## src/rtl/fetch_pkg.sv

```systemverilog
// Shared definitions for the fetch PC-generation stage: reset address,
// controller state encoding and the layout of an in-flight tag entry.
package fetch_pkg;

    localparam logic [31:0] RESET_PC_DEFAULT = 32'hBFC0_0000;

    // One in-flight tag is the request PC plus the epoch it was issued in
    localparam int TAG_W = 33;

    typedef enum logic {
        BOOT = 1'b0,
        RUN  = 1'b1
    } fetchState_e;

    typedef struct packed {
        logic [31:0] pc;
        logic        epoch;
    } tagEntry_t;

endpackage

```

## src/rtl/pc_tag_fifo.sv

```systemverilog
// Generic synchronous FIFO with full/empty flags, wrap-around pointers and
// an occupancy count one bit wider than the pointers.
module pc_tag_fifo #(
    parameter int WIDTH = 33,
    parameter int DEPTH = 4
) (
    input  logic             clk,
    input  logic             rst,
    input  logic             push_i,
    input  logic [WIDTH-1:0] pushData_i,
    input  logic             pop_i,
    output logic [WIDTH-1:0] headData_o,
    output logic             full_o,
    output logic             empty_o
);

    localparam int AW = $clog2(DEPTH);

    logic [WIDTH-1:0] mem_q [DEPTH];
    logic [AW-1:0]    wrPtr_q;
    logic [AW-1:0]    rdPtr_q;
    logic [AW:0]      count_q;
    logic             doPush;
    logic             doPop;

    assign full_o     = (count_q == (AW+1)'(DEPTH));
    assign empty_o    = (count_q == '0);
    assign doPush     = push_i & ~full_o;
    assign doPop      = pop_i & ~empty_o;
    assign headData_o = mem_q[rdPtr_q];

    // Storage, pointers and occupancy; a simultaneous push and pop leaves the count unchanged
    always_ff @(posedge clk or posedge rst) begin
        if (rst) begin
            wrPtr_q <= '0;
            rdPtr_q <= '0;
            count_q <= '0;
            for (int i = 0; i < DEPTH; i++) begin
                mem_q[i] <= '0;
            end
        end else begin
            if (doPush) begin
                mem_q[wrPtr_q] <= pushData_i;
                wrPtr_q        <= wrPtr_q + AW'(1);
            end
            if (doPop) begin
                rdPtr_q <= rdPtr_q + AW'(1);
            end
            case ({doPush, doPop})
                2'b10:   count_q <= count_q + (AW+1)'(1);
                2'b01:   count_q <= count_q - (AW+1)'(1);
                default: count_q <= count_q;
            endcase
        end
    end

endmodule

```

## src/rtl/fetch_pc_gen.sv

```systemverilog
// Fetch PC generator: owns the architectural fetch PC, issues in-order
// I-cache requests, pairs responses with their PC through a tag FIFO and
// discards responses from before a backend redirect using a 1-bit epoch.
module fetch_pc_gen
    import fetch_pkg::*;
#(
    parameter logic [31:0] RESET_PC = RESET_PC_DEFAULT,
    parameter int          FQ_DEPTH = 4
) (
    input  logic        clk,
    input  logic        resetn,
    output logic [31:0] pred_pc,
    input  logic [31:0] pred_next_pc,
    input  logic        redirect_valid,
    input  logic [31:0] redirect_pc,
    output logic        if_req_valid,
    input  logic        if_req_ready,
    output logic [31:0] if_req_pc,
    input  logic        if_resp_valid,
    output logic        if_resp_ready,
    input  logic [31:0] if_resp_inst,
    output logic        out_valid,
    input  logic        out_ready,
    output logic [31:0] out_pc,
    output logic [31:0] out_inst,
    output logic        resp_err
);

    fetchState_e state_q, state_d;
    logic [31:0] pc_q, pc_d;
    logic        epoch_q, epoch_d;
    logic        outValid_q, outValid_d;
    logic [31:0] outPc_q, outPc_d;
    logic [31:0] outInst_q, outInst_d;
    logic        respErr_q, respErr_d;

    tagEntry_t   pushEntry;
    tagEntry_t   headEntry;
    logic        fifoFull;
    logic        fifoEmpty;

    logic        runState;
    logic        redirectTake;
    logic        reqValid;
    logic        reqFire;
    logic        headStale;
    logic        respReady;
    logic        respFire;
    logic        respPop;
    logic        liveLoad;
    logic        spurious;

    assign pushEntry = '{pc: pc_q, epoch: epoch_q};

    pc_tag_fifo #(
        .WIDTH (TAG_W),
        .DEPTH (FQ_DEPTH)
    ) u_tagFifo (
        .clk        (clk),
        .rst        (resetn),
        .push_i     (reqFire),
        .pushData_i (pushEntry),
        .pop_i      (respPop),
        .headData_o (headEntry),
        .full_o     (fifoFull),
        .empty_o    (fifoEmpty)
    );

    // Handshake decode: a redirect suppresses the request and makes any same-cycle response stale
    always_comb begin
        runState     = (state_q == RUN);
        redirectTake = runState & redirect_valid;
        reqValid     = runState & ~fifoFull & ~redirect_valid;
        reqFire      = reqValid & if_req_ready;
        headStale    = redirectTake | (headEntry.epoch != epoch_q);
        respReady    = runState & (fifoEmpty | headStale | ~outValid_q | out_ready);
        respFire     = if_resp_valid & respReady;
        respPop      = respFire & ~fifoEmpty;
        liveLoad     = respPop & ~headStale;
        spurious     = respFire & fifoEmpty;
    end

    // Next fetch PC, epoch and boot sequencing
    always_comb begin
        state_d = state_q;
        pc_d    = pc_q;
        epoch_d = epoch_q;
        case (state_q)
            BOOT: begin
                state_d = RUN;
            end
            RUN: begin
                if (redirectTake) begin
                    pc_d    = {redirect_pc[31:2], 2'b00};
                    epoch_d = ~epoch_q;
                end else if (reqFire) begin
                    pc_d    = {pred_next_pc[31:2], 2'b00};
                end
            end
            default: begin
                state_d = BOOT;
            end
        endcase
    end

    // Decode-side output register and sticky spurious-response flag
    always_comb begin
        outValid_d = outValid_q;
        outPc_d    = outPc_q;
        outInst_d  = outInst_q;
        respErr_d  = respErr_q | spurious;
        if (redirectTake) begin
            outValid_d = 1'b0;
        end else if (liveLoad) begin
            outValid_d = 1'b1;
            outPc_d    = headEntry.pc;
            outInst_d  = if_resp_inst;
        end else if (out_ready) begin
            outValid_d = 1'b0;
        end
    end

    // Controller state: boot cycle, fetch PC and epoch
    always_ff @(posedge clk or posedge resetn) begin
        if (resetn) begin
            state_q <= BOOT;
            pc_q    <= RESET_PC;
            epoch_q <= 1'b0;
        end else begin
            state_q <= state_d;
            pc_q    <= pc_d;
            epoch_q <= epoch_d;
        end
    end

    // Output register toward decode
    always_ff @(posedge clk or posedge resetn) begin
        if (resetn) begin
            outValid_q <= 1'b0;
            outPc_q    <= '0;
            outInst_q  <= '0;
            respErr_q  <= 1'b0;
        end else begin
            outValid_q <= outValid_d;
            outPc_q    <= outPc_d;
            outInst_q  <= outInst_d;
            respErr_q  <= respErr_d;
        end
    end

    assign pred_pc       = pc_q;
    assign if_req_pc     = pc_q;
    assign if_req_valid  = reqValid;
    assign if_resp_ready = respReady;
    assign out_valid     = outValid_q;
    assign out_pc        = outPc_q;
    assign out_inst      = outInst_q;
    assign resp_err      = respErr_q;

endmodule

```

## config.mk

```make
export PLATFORM = sky130hd
export DESIGN_NAME = fetch_pc_gen
export DESIGN_NICKNAME = d
export VERILOG_FILES = /design/src/rtl/fetch_pkg.sv /design/src/rtl/pc_tag_fifo.sv /design/src/rtl/fetch_pc_gen.sv
export SDC_FILE = /design/constraint.sdc
export NUM_CORES = 1
export LEC_CHECK = 0
export BUFFER_PORTS_ARGS = -buffer_cell sky130_fd_sc_hd__buf_2
export CAP_MARGIN = 20
export CORE_UTILIZATION = 30
export CTS_CLUSTER_SIZE = 10
export DETAILED_ROUTE_END_ITERATION = 10
export HOLD_SLACK_MARGIN = 0.15
export PLACE_DENSITY = 0.48
export SYNTH_ARGS = -nofsm -noshare
export SYNTH_HDL_FRONTEND = slang
export SYNTH_SLANG_ARGS = --single-unit
```

## constraint.sdc

```tcl
create_clock -name clk -period 7.6 [get_ports clk]
set_input_delay 1.14 -clock clk [delete_from_list [all_inputs] [get_ports clk]]
set_output_delay 1.14 -clock clk [all_outputs]
set_load 0.01 [all_outputs]
```

==> summary.md <==
| Metric | Value |
|---|---|
| Power per cell area | about 400 mW/mm² |
| CP arrival | 2.16 ns |
| Post_cts resized | 0 |
| Post-CTS setup repair buffer count | 0 |
| Leakage | 5.89 nW |
| Final Setup Violations | 0 |
| Seq cells post-synth | 227 |
| Routability-driven placement congestion ratio | 0.696 |
| Ys flop type | dfrtp_1 |
| Final #Nets | 926 |
| Remaining DRCs | 0 |
| Synth area leader | dfrtp_1 |
| Netlist cell types | 29 |
| Final Critical Period | 3.30 ns |
| Avg Vias per Cell | about 4.5 |
| Most instantiated cells after synthesis | 218 x dfrtp_1, 171 x mux2_2, 59 x mux2_4 |
| # hold bufs at CTS | 0 |
| Sw Pwr | between 1 and 1.5 mW |
| Final Hold Vio Count | 0 |
| DR vias | about 5800 |
| Total Wirelength | 22.5 mm |
| Register area share after synthesis | 55.8% |
| Max clock buf depth | 3 |
| Port Buffers | 223 |
| Chip width | 186 µm |
| Row count | 67 |
| Final Max Slew Viols | 0 |
| Top post-synthesis cells by area | dfrtp_1 53%, mux2_2 19%, mux2_4 8.7% |
| Root buffer cell | clkbuf_16 |
| Max FO, Critical Path | 4 |
| Die area | 0.0347 mm² |
| Worst VDD drop | 184 µV |
| Global-route wire length before repair | 36.4 mm |
| Critical Path RT | 6.46 ns |
| Cell area after synthesis | ~0.010 mm² |
| Post-synth EDFFs | 0 |
| Synthesis Warnings | 0 |
| Worst Max-Slew Pin Slew | 1.06 ns |
| RSZ-0062 raised after global routing | no |
| GR Overflow Total | 0 |
| # IOs | 234 |
| Worst hold path type | reg -> reg |
| Post-route ant nets | 0 |
| Fin util | 36.8% |
| Post-Syn Instances | between 600 and 700 |
| Placeable Area | roughly 0.034 mm² |
| Register share of total power | a little over two fifths |
| Setup_tns | 0 ns |
| Asr flop ratio synth | between 90% and 100% |
| Setup Crit Path Kind | in -> out |
| Largest net degree at the start of global routing | 128 |
| CP startpoint kind | input port |
| Htree depth | 1 |
| CTS Sinks | 227 |
| Final period util | 43.4% |
| Worst skew pair latency | 0.52 ns |
| Count leader, synth | dfrtp_1 |
| Post-DP HPWL | 13.1 mm |
| Internal power | 3.51 mW |
| Area delta synth->final | 21.1% |
| WL/cell | 17.5 µm |
| Post-synth top area share | 53.5% |
| CTS Buf Count | 27 |
| Clk pin slew, worst setup/hold paths | about 0.06 ns |
| Endpoint class of the critical path | output pin |
| Worst slew margin | 29.0% |
| Switching Fraction | 29.8% |
| Status | completed |
| Syn avg cell area | 16.4 µm² |
| DRT iter0 DRCs | roughly 170 |
| Fin worst setup slack | 4.30 ns |
| Max Clk Rate | 303 MHz |
| MaxCap Viol Count | 0 |
| GR Util All Layers | 13.2% |
| Pre-CTS WS | 3.32 ns |
| Initial antenna violation count | 1 |
| Final Skew | approximately 0.012 ns |
| Die height | 186 µm |
| CTS tree | done |
| Clock power share | 23.4% |
| Vias in the first global route | 6102 |
| Initial Util | 30.4% |
| Ant diodes | 0 |
| Share of layout cells above drive strength 1 | between 60% and 70% |
| Combinational fraction of design power | 34.9% |
| DRT Pass-1 Iters | 4 |
==> power groups by stage <==
stage                     clock network (mW)  registers (mW)  logic [mW]
final                                   1.17            2.09        1.75
after global routing                    1.27            2.17        1.89
after CTS                               1.23            2.09        1.78
after detailed placement                   0            2.11        1.78
after global placement                     0            2.10        1.75
after floorplan                            0            2.11        1.28
==> layer usage <==
layer  vias to the layer above  routed length (µm)  track usage, %
met5                         -                  12               0
met4                         2                 447            2.89
met3                        34                1000            2.44
met2                       167               10100            20.7
met1                      2968               10900            18.8
li1                       2594                   -               -
==> registers in the layout, indices dropped and copies added (netlist names) <==
signal,cells
out_inst,32
resp_err,1
if_req_pc,30
out_valid,1
runState,1
u_tagFifo.wrPtr_q,2
out_pc,30
u_tagFifo.mem_q,124
epoch_q,1
u_tagFifo.count_q,3
u_tagFifo.rdPtr_q,2
==> cell type report <==
class                   instances  area [µm²]
clock buffers                  49         788
fillers                      3270       21200
inverters                       6        30.0
multi-input cells             325        4070
flip-flops and latches        227        5690
well taps                     448         561
repair buffers                231        1210
==> stage by stage <==
stage,instances,cell area [µm²],hold slack [ns],power (mW)
finish,1286,12400,0.481,5.00
CTS,1284,12300,0.485,5.11
floorplan,627,10200,0.459,3.40
global placement,1235,11500,0.463,3.86
detailed placement,1235,11500,0.471,3.89
global route,1286,12400,0.507,5.34
==> kinds of logic (layout without fill, tap and decap cells) <==
group	after synthesis	after routing	share of synthesized area [%]
other cells	2	7	0.0736
fa+ha+maj	6	6	0.810
compound gates	11	11	0.773
simple gates	15	15	0.785
mux	278	278	36.3
flops	227	227	55.8
xor+xnor	8	8	0.871
buf+inv	75	286	4.60
==> worst paths after layout <==
path	startpoint	end	slack, ns	depth (start not counted)
worst max-delay path	out_ready	if_resp_ready	4.30	6
worst min-delay path	resp_err$_DFF_PP0_	resp_err$_DFF_PP0_	0.48	1
worst max register to register	u_tagFifo.rdPtr_q[1]$_DFFE_PP0P_	out_inst[8]$_DFFE_PP0P_	4.49	5
worst min register to register	resp_err$_DFF_PP0_	resp_err$_DFF_PP0_	0.48	1
max in group asynchronous	resetn	u_tagFifo.mem_q[70]$_DFFE_PP0P_	5.47	3
min in group asynchronous	resetn	out_inst[16]$_DFFE_PP0P_	0.83	2
==> layout by cell type (no fill, tap or decap), types with 3 or more instances in the layout <==
cell       count
mux2_1        17
xnor2_1        4
mux2_2       171
dfstp_2        9
xor2_1         3
inv_1          5
buf_2        223
mux4_2        31
nand2_1        4
ha_1           5
a21oi_1        4
mux2_4        59
dfrtp_1      216
buf_4          6
clkbuf_16     27
clkbuf_1      19
clkbuf_8       3
nand2_2        5
conb_1         7
==> worst max-delay path: stages <==
cell      delay, ns
buf_2          0.09
nand2b_1       0.21
a21oi_1        0.29
nand2_1        0.09
o21a_1         0.19
buf_2          0.14
Power figures use the tool's default switching activity.
